$ cat config.mk
export PLATFORM = sky130hd
export DESIGN_NAME = axis_reg_array_param
export DESIGN_NICKNAME = d
export VERILOG_FILES = /design/src/rtl/axis_reg_array_param_pkg.sv /design/src/rtl/axis_reg_array_param_slice.sv /design/src/rtl/axis_reg_array_param.sv
export SDC_FILE = /design/constraint.sdc
export NUM_CORES = 2
export LEC_CHECK = 0
export BUFFER_PORTS_ARGS = -buffer_cell sky130_fd_sc_hd__buf_2
export CELL_PAD_IN_SITES_DETAIL_PLACEMENT = 0
export CELL_PAD_IN_SITES_GLOBAL_PLACEMENT = 1
export CORE_MARGIN = 3
export CORE_UTILIZATION = 40
export DETAILED_ROUTE_END_ITERATION = 10
export PLACE_DENSITY = 0.67
export RECOVER_POWER = 25
export SYNTH_ARGS = -nofsm -noshare
export SYNTH_HDL_FRONTEND = slang
export SYNTH_HIERARCHICAL = 1
export SYNTH_SLANG_ARGS = --single-unit
$ cat constraint.sdc
create_clock -name aclk -period 90.1 [get_ports aclk]
set_clock_uncertainty 0.05 [all_clocks]
set_input_delay 18.02 -clock aclk [delete_from_list [all_inputs] [get_ports aclk]]
set_output_delay 18.02 -clock aclk [all_outputs]
set_load 0.05 [all_outputs]
$ cat src/rtl/axis_reg_array_param_pkg.sv
// Shared types for the AXI-Stream register array (lynxTypes).
package lynxTypes;

    typedef enum logic [0:0] {
        REG_MODE_FULL,
        REG_MODE_FWD
    } reg_mode_t;

endpackage

$ cat src/rtl/axis_reg_array_param_slice.sv
// One AXI-Stream register stage: FULL = main+skid with registered tready,
// FWD = single entry with combinational tready. Payload is an opaque vector.
module axis_reg_slice_param
    import lynxTypes::*;
#(
    parameter int unsigned PAYLOAD_BITS = 8,
    parameter reg_mode_t   MODE         = REG_MODE_FULL
) (
    input  logic                    aclk,
    input  logic                    areset,
    input  logic                    s_tvalid,
    output logic                    s_tready,
    input  logic [PAYLOAD_BITS-1:0] s_tpayload,
    output logic                    m_tvalid,
    input  logic                    m_tready,
    output logic [PAYLOAD_BITS-1:0] m_tpayload
);

    if (MODE == REG_MODE_FULL) begin : g_full
        logic                    main_vld_q, main_vld_d;
        logic                    skid_vld_q, skid_vld_d;
        logic                    rdy_q;
        logic [PAYLOAD_BITS-1:0] main_q, main_d, skid_q, skid_d;
        logic                    s_fire, m_fire;

        assign s_fire = s_tvalid && rdy_q;
        assign m_fire = main_vld_q && m_tready;

        // rdy_q tracks !skid, so a beat can only land in skid while it is empty
        always_comb begin
            main_vld_d = main_vld_q;
            skid_vld_d = skid_vld_q;
            main_d     = main_q;
            skid_d     = skid_q;
            if (skid_vld_q) begin
                if (m_fire) begin
                    main_d     = skid_q;
                    skid_vld_d = 1'b0;
                end
            end else if (!main_vld_q || m_fire) begin
                main_vld_d = s_fire;
                if (s_fire) main_d = s_tpayload;
            end else if (s_fire) begin
                skid_vld_d = 1'b1;
                skid_d     = s_tpayload;
            end
        end

        always_ff @(posedge aclk) begin
            if (areset) begin
                main_vld_q <= 1'b0;
                skid_vld_q <= 1'b0;
                rdy_q      <= 1'b0;
            end else begin
                main_vld_q <= main_vld_d;
                skid_vld_q <= skid_vld_d;
                rdy_q      <= !skid_vld_d;
            end
        end

        always_ff @(posedge aclk) begin
            main_q <= main_d;
            skid_q <= skid_d;
        end

        assign s_tready   = rdy_q;
        assign m_tvalid   = main_vld_q;
        assign m_tpayload = main_q;
    end else begin : g_fwd
        logic                    vld_q, vld_d;
        logic [PAYLOAD_BITS-1:0] pl_q, pl_d;

        assign s_tready = !areset && (!vld_q || m_tready);

        always_comb begin
            vld_d = vld_q;
            pl_d  = pl_q;
            if (s_tready) begin
                vld_d = s_tvalid;
                if (s_tvalid) pl_d = s_tpayload;
            end
        end

        always_ff @(posedge aclk) begin
            if (areset) vld_q <= 1'b0;
            else        vld_q <= vld_d;
        end

        always_ff @(posedge aclk) begin
            pl_q <= pl_d;
        end

        assign m_tvalid   = vld_q;
        assign m_tpayload = pl_q;
    end

endmodule

$ cat src/rtl/axis_reg_array_param.sv
// Cascade of N_STAGES AXI-Stream register slices (0 = wire).
// Define REG_ARRAY_STATS_EN to add the occupancy and beat_cnt ports.
module axis_reg_array_param
    import lynxTypes::*;
#(
    parameter int unsigned N_STAGES  = 2,
    parameter int unsigned DATA_BITS = 512,
    parameter int unsigned ID_BITS   = 6,
    parameter reg_mode_t   MODE      = REG_MODE_FULL
) (
    input  logic                   aclk,
    input  logic                   areset,
    input  logic                   s_axis_tvalid,
    output logic                   s_axis_tready,
    input  logic [DATA_BITS-1:0]   s_axis_tdata,
    input  logic [DATA_BITS/8-1:0] s_axis_tkeep,
    input  logic                   s_axis_tlast,
    input  logic [ID_BITS-1:0]     s_axis_tid,
    output logic                   m_axis_tvalid,
    input  logic                   m_axis_tready,
    output logic [DATA_BITS-1:0]   m_axis_tdata,
    output logic [DATA_BITS/8-1:0] m_axis_tkeep,
    output logic                   m_axis_tlast,
    output logic [ID_BITS-1:0]     m_axis_tid
`ifdef REG_ARRAY_STATS_EN
    ,
    output logic [((N_STAGES == 0) ? 1 : $clog2(2*N_STAGES+1))-1:0] occupancy,
    output logic [31:0]            beat_cnt
`endif
);

    localparam int unsigned PW = DATA_BITS + DATA_BITS/8 + 1 + ID_BITS;

    logic [PW-1:0] s_pl, m_pl;

    assign s_pl = {s_axis_tdata, s_axis_tkeep, s_axis_tlast, s_axis_tid};
    assign {m_axis_tdata, m_axis_tkeep, m_axis_tlast, m_axis_tid} = m_pl;

    if (N_STAGES == 0) begin : g_wire
        assign m_axis_tvalid = s_axis_tvalid;
        assign s_axis_tready = m_axis_tready;
        assign m_pl          = s_pl;
    end else begin : g_chain
        // Per-stage handshake nets live in each generate scope so the ready
        // chain is not one self-referencing vector.
        for (genvar i = 0; i < N_STAGES; i++) begin : g_stage
            logic          in_vld, out_rdy, vld, rdy;
            logic [PW-1:0] in_pl, pl;

            if (i == 0) begin : g_first
                assign in_vld = s_axis_tvalid;
                assign in_pl  = s_pl;
            end else begin : g_mid
                assign in_vld = g_stage[i-1].vld;
                assign in_pl  = g_stage[i-1].pl;
            end

            if (i == N_STAGES - 1) begin : g_last
                assign out_rdy = m_axis_tready;
            end else begin : g_next
                assign out_rdy = g_stage[i+1].rdy;
            end

            axis_reg_slice_param #(
                .PAYLOAD_BITS(PW),
                .MODE        (MODE)
            ) u_slice (
                .aclk      (aclk),
                .areset    (areset),
                .s_tvalid  (in_vld),
                .s_tready  (rdy),
                .s_tpayload(in_pl),
                .m_tvalid  (vld),
                .m_tready  (out_rdy),
                .m_tpayload(pl)
            );
        end

        assign s_axis_tready = g_stage[0].rdy;
        assign m_axis_tvalid = g_stage[N_STAGES-1].vld;
        assign m_pl          = g_stage[N_STAGES-1].pl;
    end

`ifdef REG_ARRAY_STATS_EN
    localparam int unsigned OCC_W = (N_STAGES == 0) ? 1 : $clog2(2*N_STAGES+1);

    logic             s_fire, m_fire;
    logic [OCC_W-1:0] occ_q, occ_d;
    logic [31:0]      beat_cnt_q, beat_cnt_d;

    assign s_fire = s_axis_tvalid && s_axis_tready;
    assign m_fire = m_axis_tvalid && m_axis_tready;

    // With no stages both fires coincide, so the count stays at zero.
    always_comb begin
        occ_d = occ_q;
        if (s_fire && !m_fire)      occ_d = occ_q + OCC_W'(1);
        else if (m_fire && !s_fire) occ_d = occ_q - OCC_W'(1);
        beat_cnt_d = beat_cnt_q + 32'(m_fire);
    end

    always_ff @(posedge aclk) begin
        if (areset) begin
            occ_q      <= '0;
            beat_cnt_q <= '0;
        end else begin
            occ_q      <= occ_d;
            beat_cnt_q <= beat_cnt_d;
        end
    end

    assign occupancy = occ_q;
    assign beat_cnt  = beat_cnt_q;
`endif

endmodule

== Word level (Yosys, flattened, before mapping) ==
Index checks and enable logic that the tools add are counted.

* Logic and storage cells: 51
* Input port bits: 587
* Register bits: 2338

* Bitwise operators: 4
* Muxes and demuxes: 16
* Eq/ne operators: 2
* Reduce and logical (&&, ||, !) cells: 19

{| class="wikitable"
|+ Operator list
! cell !! number
|-
| $mux 583 || 8
|-
| $reduce_and 3->1 || 4
|-
| $mux 1 || 8
|-
| $reduce_bool 2->1 || 4
|-
| $logic_not 1->1 || 4
|-
| $ne 2x2->1 const B || 2
|-
| $not 1->1 || 4
|-
| $reduce_and 2->1 || 2
|-
| $logic_and 1x1->1 || 3
|-
| $logic_or 1x1->1 || 2
|}

== Longest topological paths before layout ==
* Depth in word-level cells: 5
* Depth in mapped cells: 4
* Mapped depth without buffers: 3

== Modules after synthesis ==
The synthesis kept the hierarchy.

{| class="wikitable"
|+ Modules (own cells, without submodules)
! module !! cells each !! times used !! area an instance (um^2) !! seq. area each (um^2)
|-
| axis_reg_slice_param || 1828 || 2 || 44316.3 || 35073.6
|}

== Worst setup path after synthesis ==
No wires, ideal clock.

* Path kind: input -> register
* Start: in s_axis_tvalid
* End: reg g_chain.g_stage[0].u_slice.g_full.skid_q[0] (enable)
* Required time: 87685 ps
* Stages: 2
* Slack: 27521 ps
* Arrival time: 60163 ps
* Path buffers: 0
* Cell sequence: nand3b_1 nor3b_1

* Word-level cells in the longest chain between the ends: 2

{| class="wikitable"
|+ Ends and longest elaborated chain
! what !! RTL line !! RTL
|-
| start, declared || axis_reg_array_param.sv:13 || <nowiki>input logic s_axis_tvalid,</nowiki>
|-
| $logic_and 1x1->1 || axis_reg_array_param_slice.sv:26 || <nowiki>assign s_fire = s_tvalid && rdy_q;</nowiki>
|-
| $reduce_and 3->1 (no line) || -- ||
|-
| end signal, assigned || axis_reg_array_param_slice.sv:63 || <nowiki>skid_q <= skid_d;</nowiki>
|-
| end, declared || axis_reg_array_param_slice.sv:23 || <nowiki>logic [PAYLOAD_BITS-1:0] main_q, main_d, skid_q, skid_d;</nowiki>
|}

No other way between the ends.
A chain may end at the register's enable or synchronous reset.

== Worst setup path after layout ==
* Start: in s_axis_tvalid
* End: reg g_chain.g_stage[0].u_slice.g_full.main_q[303] (enable)

* Word-level cells in the longest chain between the ends: 3

{| class="wikitable"
|+ Ends and longest elaborated chain
! what !! RTL line !! RTL
|-
| $logic_and 1x1->1 || axis_reg_array_param_slice.sv:26 ||
|-
| $reduce_bool 2->1 (no line) || -- ||
|-
| $reduce_and 3->1 (no line) || -- ||
|-
| end signal, assigned || axis_reg_array_param_slice.sv:62 || <nowiki>main_q <= main_d;</nowiki>
|-
| end, declared || axis_reg_array_param_slice.sv:23 ||
|}

No other way between the ends.

==> run_summary.xml <==
<?xml version="1.0" encoding="UTF-8"?>
<metrics>
  <group name="critical_path">
    <metric name="worst-path-buf-inv" unit="">6</metric>
    <metric name="critical_path.max_fanout" unit="">69</metric>
    <metric name="crit_path_end_kind" unit="">flop</metric>
    <metric name="critical_path.most_common_cell" unit="">buf_4</metric>
    <metric name="required_time_of_the_critical_path" unit="ns">90.49</metric>
    <metric name="worstPathArrival" unit="ns">22.77</metric>
    <metric name="worstReg2RegStart" unit="">g_chain.g_stage[1].u_slice/g_full.skid_vld_q</metric>
    <metric name="reg2reg_to" unit="">g_chain.g_stage[1].u_slice/m_tpayload[251]</metric>
    <metric name="startpoint_type" unit="">input port</metric>
    <metric name="crit_chain" unit="">buf_2 -&gt; nand3b_1 -&gt; a22oi_2 -&gt; buf_4 -&gt; buf_4 -&gt; buf_4 -&gt; buf_4 -&gt; buf_4</metric>
    <metric name="rr_worst_depth" unit="">6</metric>
    <metric name="timing.critical_path.max_delay_family" unit="">buffers and inverters</metric>
    <metric name="slowest_delay" unit="ns">0.88</metric>
    <metric name="r2r_slack" unit="ns">73.95</metric>
    <metric name="critical-path-slowest-cell" unit="">buf_4</metric>
    <metric name="path_class" unit="">in2reg</metric>
  </group>
  <group name="global_routing">
    <metric name="grt_first_pass_wirelength" unit="um">290000</metric>
    <metric name="grt_overflow" unit="">0</metric>
    <metric name="maximum_number_of_pins_on_one_net_before_global_route_repair" unit="">151</metric>
    <metric name="gr-usage-all-layers" unit="">0.175</metric>
    <metric name="antenna_violations_before_repair" unit="">148</metric>
    <metric name="first_global_vias" unit="">40003</metric>
  </group>
  <group name="clock_network">
    <metric name="cts-root-buf" unit="">clkbuf_16</metric>
    <metric name="cts-buffers-inserted" unit="">233</metric>
    <metric name="worst_skew_pair.late_latency" unit="ns">0.88</metric>
    <metric name="cts-hold-fix-buffers" unit="">0</metric>
    <metric name="clock_path_buffers" unit="">3</metric>
    <metric name="cts_tree" unit="">built</metric>
    <metric name="htree_levels" unit="">4</metric>
    <metric name="cts.repair_timing.setup_buffer_count" unit="">0</metric>
    <metric name="cts_resized" unit="">0</metric>
    <metric name="clkSinkCount" unit="">2338</metric>
    <metric name="clk_pin_slew" unit="ns">0.06</metric>
  </group>
  <group name="hold_path">
    <metric name="worstHoldPathCells" unit="">0</metric>
    <metric name="worstHoldEndpoint" unit="">g_chain.g_stage[1].u_slice/g_full.skid_q[302]</metric>
    <metric name="holdCritStartpoint" unit="">g_chain.g_stage[0].u_slice/m_tpayload[302]</metric>
    <metric name="holdCritPathClass" unit="">reg2reg</metric>
  </group>
  <group name="synth">
    <metric name="gate_count_of_the_mapped_netlist" unit="">3656</metric>
    <metric name="synth_warnings" unit="">6</metric>
    <metric name="synth.avg_cell_area" unit="um2">24.2</metric>
    <metric name="synth-seq-area-share" unit="">0.791</metric>
    <metric name="synth.net_count" unit="">4243</metric>
    <metric name="syn-cell-area" unit="um2">88600</metric>
    <metric name="synth.lib_cells_used.distinct" unit="">18</metric>
    <metric name="synth-seq-cells" unit="">2338</metric>
  </group>
  <group name="power">
    <metric name="p_leak" unit="uW">0.0355</metric>
    <metric name="p_per_area" unit="nW/um2">22.2</metric>
    <metric name="irDropWorstVdd" unit="mV">0.0219</metric>
    <metric name="final_total_power" unit="uW">2290</metric>
  </group>
  <group name="detailed_routing">
    <metric name="drc" unit="">0</metric>
    <metric name="ant_nets" unit="">0</metric>
    <metric name="detail_route.first_pass.iterations" unit="">5</metric>
    <metric name="route.detailed.vias_per_inst" unit="">4.79</metric>
    <metric name="wirelength" unit="um">206000</metric>
    <metric name="detailroute.via_count" unit="">39316</metric>
    <metric name="avgRoutedWirePerCell" unit="um">25.1</metric>
    <metric name="first_iter_violations" unit="">2634</metric>
  </group>
  <group name="layout">
    <metric name="area_growth" unit="%">16.0</metric>
    <metric name="layout.filler_cells" unit="">18886</metric>
    <metric name="top_library_cells_by_usage_in_the_layout_fill_and_taps_aside" unit="">edfxtp_1 (2332), buf_2 (1088), mux2_4 (510)</metric>
    <metric name="final_core_util" unit="">0.467</metric>
    <metric name="layout.nets" unit="">5570</metric>
    <metric name="final_common_cell" unit="">edfxtp_1</metric>
    <metric name="layout-drive-gt1-share" unit="">0.409</metric>
  </group>
  <group name="floorplanning">
    <metric name="placement_rows" unit="">172</metric>
    <metric name="die-height" unit="um">477</metric>
    <metric name="die_span_in_x" unit="um">477</metric>
    <metric name="top_level_ports" unit="">1172</metric>
    <metric name="dieArea" unit="um2">227000</metric>
    <metric name="core_area" unit="um2">220000</metric>
    <metric name="initial_core_util" unit="">0.403</metric>
  </group>
  <group name="timing">
    <metric name="clock_period_minus_final_worst_setup_slack" unit="ns">22.38</metric>
    <metric name="finalHoldViolCount" unit="">0</metric>
    <metric name="fin_crit_sh" unit="">0.248</metric>
    <metric name="fmax" unit="GHz">0.0447</metric>
    <metric name="worst_hold_slack" unit="ns">0.366</metric>
    <metric name="timing.setup.tns" unit="ns">0</metric>
    <metric name="worst_slack" unit="ns">67.72</metric>
    <metric name="timing.slew.headroom" unit="">-3.85</metric>
    <metric name="worst_pin_slew" unit="ns">7.28</metric>
    <metric name="timing_max_transition_violations_final" unit="">606</metric>
    <metric name="final-setup-viol-count" unit="">0</metric>
    <metric name="setup_repair_after_global_routing_missed_its_margin" unit="">no</metric>
  </group>
  <group name="run">
    <metric name="drv.max_cap_violation_count" unit="">10</metric>
  </group>
  <group name="run_status">
    <metric name="run_status" unit="">complete, but fails checks</metric>
    <metric name="failed_checks" unit="">capacitance limit, slew limit</metric>
  </group>
  <group name="placed_design">
    <metric name="quantity_of_i_o_buffers_inserted_on_ports" unit="">1171</metric>
    <metric name="hpwlAfterDp" unit="um">141000</metric>
    <metric name="placement_setup_slack" unit="ns">66.74</metric>
    <metric name="routabilityCongestion" unit="">0.807</metric>
  </group>
</metrics>
[cells in the mapped netlist (all sizes together)]
| master | instances | area (um2) |
|---|---|---|
| nor2 | 2 | 7.51 |
| a31oi | 2 | 12.5 |
| o21ai | 2 | 10.0 |
| dfxtp | 6 | 120 |
| buf | 130 | 1480 |
| mux2 | 1166 | 16900 |
| inv | 2 | 7.51 |
| nor3b | 2 | 15.0 |
| a21oi | 4 | 20.0 |
| nor2b | 2 | 12.5 |
| edfxtp | 2332 | 70000 |
| a22oi | 2 | 15.0 |
| nand2 | 2 | 7.51 |
| nand3b | 2 | 15.0 |
[state kept, by name (all words and copies together) (netlist names)]
signal	count
g_chain.g_stage.u_slice/m_tpayload	1166
g_chain.g_stage.u_slice/m_tvalid	2
g_chain.g_stage.u_slice/s_tready	2
g_chain.g_stage.u_slice/g_full.skid_vld_q	2
g_chain.g_stage.u_slice/g_full.skid_q	1166
[cell type report]
| type | instances | area (um2) | share of cell area |
|---|---|---|---|
| Antenna cell | 67 | 168 | 0.00163 |
| Clock buffer | 295 | 6110 | 0.0594 |
| Clock inverter | 138 | 1270 | 0.0124 |
| Inverter | 2 | 7.51 | 0.0000730 |
| Multi-Input combinational cell | 1186 | 15200 | 0.148 |
| Sequential cell | 2338 | 70200 | 0.682 |
| Tap cell | 2958 | 3700 | 0.0360 |
| Timing Repair Buffer | 1222 | 6220 | 0.0605 |
[worst max path at each step]
stage          cells past startpoint           from  slack [ns]                                     endpoint
2_1_floorplan                      2  s_axis_tvalid       27.52  g_chain.g_stage[0].u_slice/g_full.skid_q[0]
3_3_place_gp                       8  s_axis_tvalid       66.82   g_chain.g_stage[0].u_slice/m_tpayload[130]
3_5_place_dp                       8  s_axis_tvalid       66.74   g_chain.g_stage[0].u_slice/m_tpayload[130]
4_1_cts                            8  s_axis_tvalid       67.72   g_chain.g_stage[0].u_slice/m_tpayload[302]
5_1_grt                            8  s_axis_tvalid       67.44   g_chain.g_stage[0].u_slice/m_tpayload[303]
6_report                           8  s_axis_tvalid       67.72   g_chain.g_stage[0].u_slice/m_tpayload[303]
[logic make-up after synthesis]
| kind of cell | Yosys count | share of synthesized area |
|---|---|---|
| buffers and inverters | 132 | 0.0168 |
| AOI/OAI and AO/OA | 10 | 0.000649 |
| and+or+nand+nor | 10 | 0.000649 |
| muxes | 1166 | 0.190 |
| DFF | 2338 | 0.791 |
[layer usage]
layer,vias up,GRT usage,share of wire
met5,-,0,0.0029
met2,1304,0.280,0.47
met3,462,0.0654,0.087
li1,17431,-,-
met1,20027,0.215,0.40
met4,92,0.0663,0.036
[through the flow]
| step | area [um2] | std cells |
|---|---|---|
| after floorplan | 88600 | 3656 |
| after global placement | 97300 | 7706 |
| after detailed placement | 97300 | 7706 |
| after CTS | 105000 | 8139 |
| after global routing | 103000 | 8162 |
| final | 103000 | 8206 |
[power breakdown]
group	total [uW]	switching, uW	internal (uW)	leakage (uW)
sequential	1240	11.1	1230	0.0213
clock	934	406	528	0.00359
combinational	111	66.9	43.7	0.0107
Power figures use the tool's default switching activity.
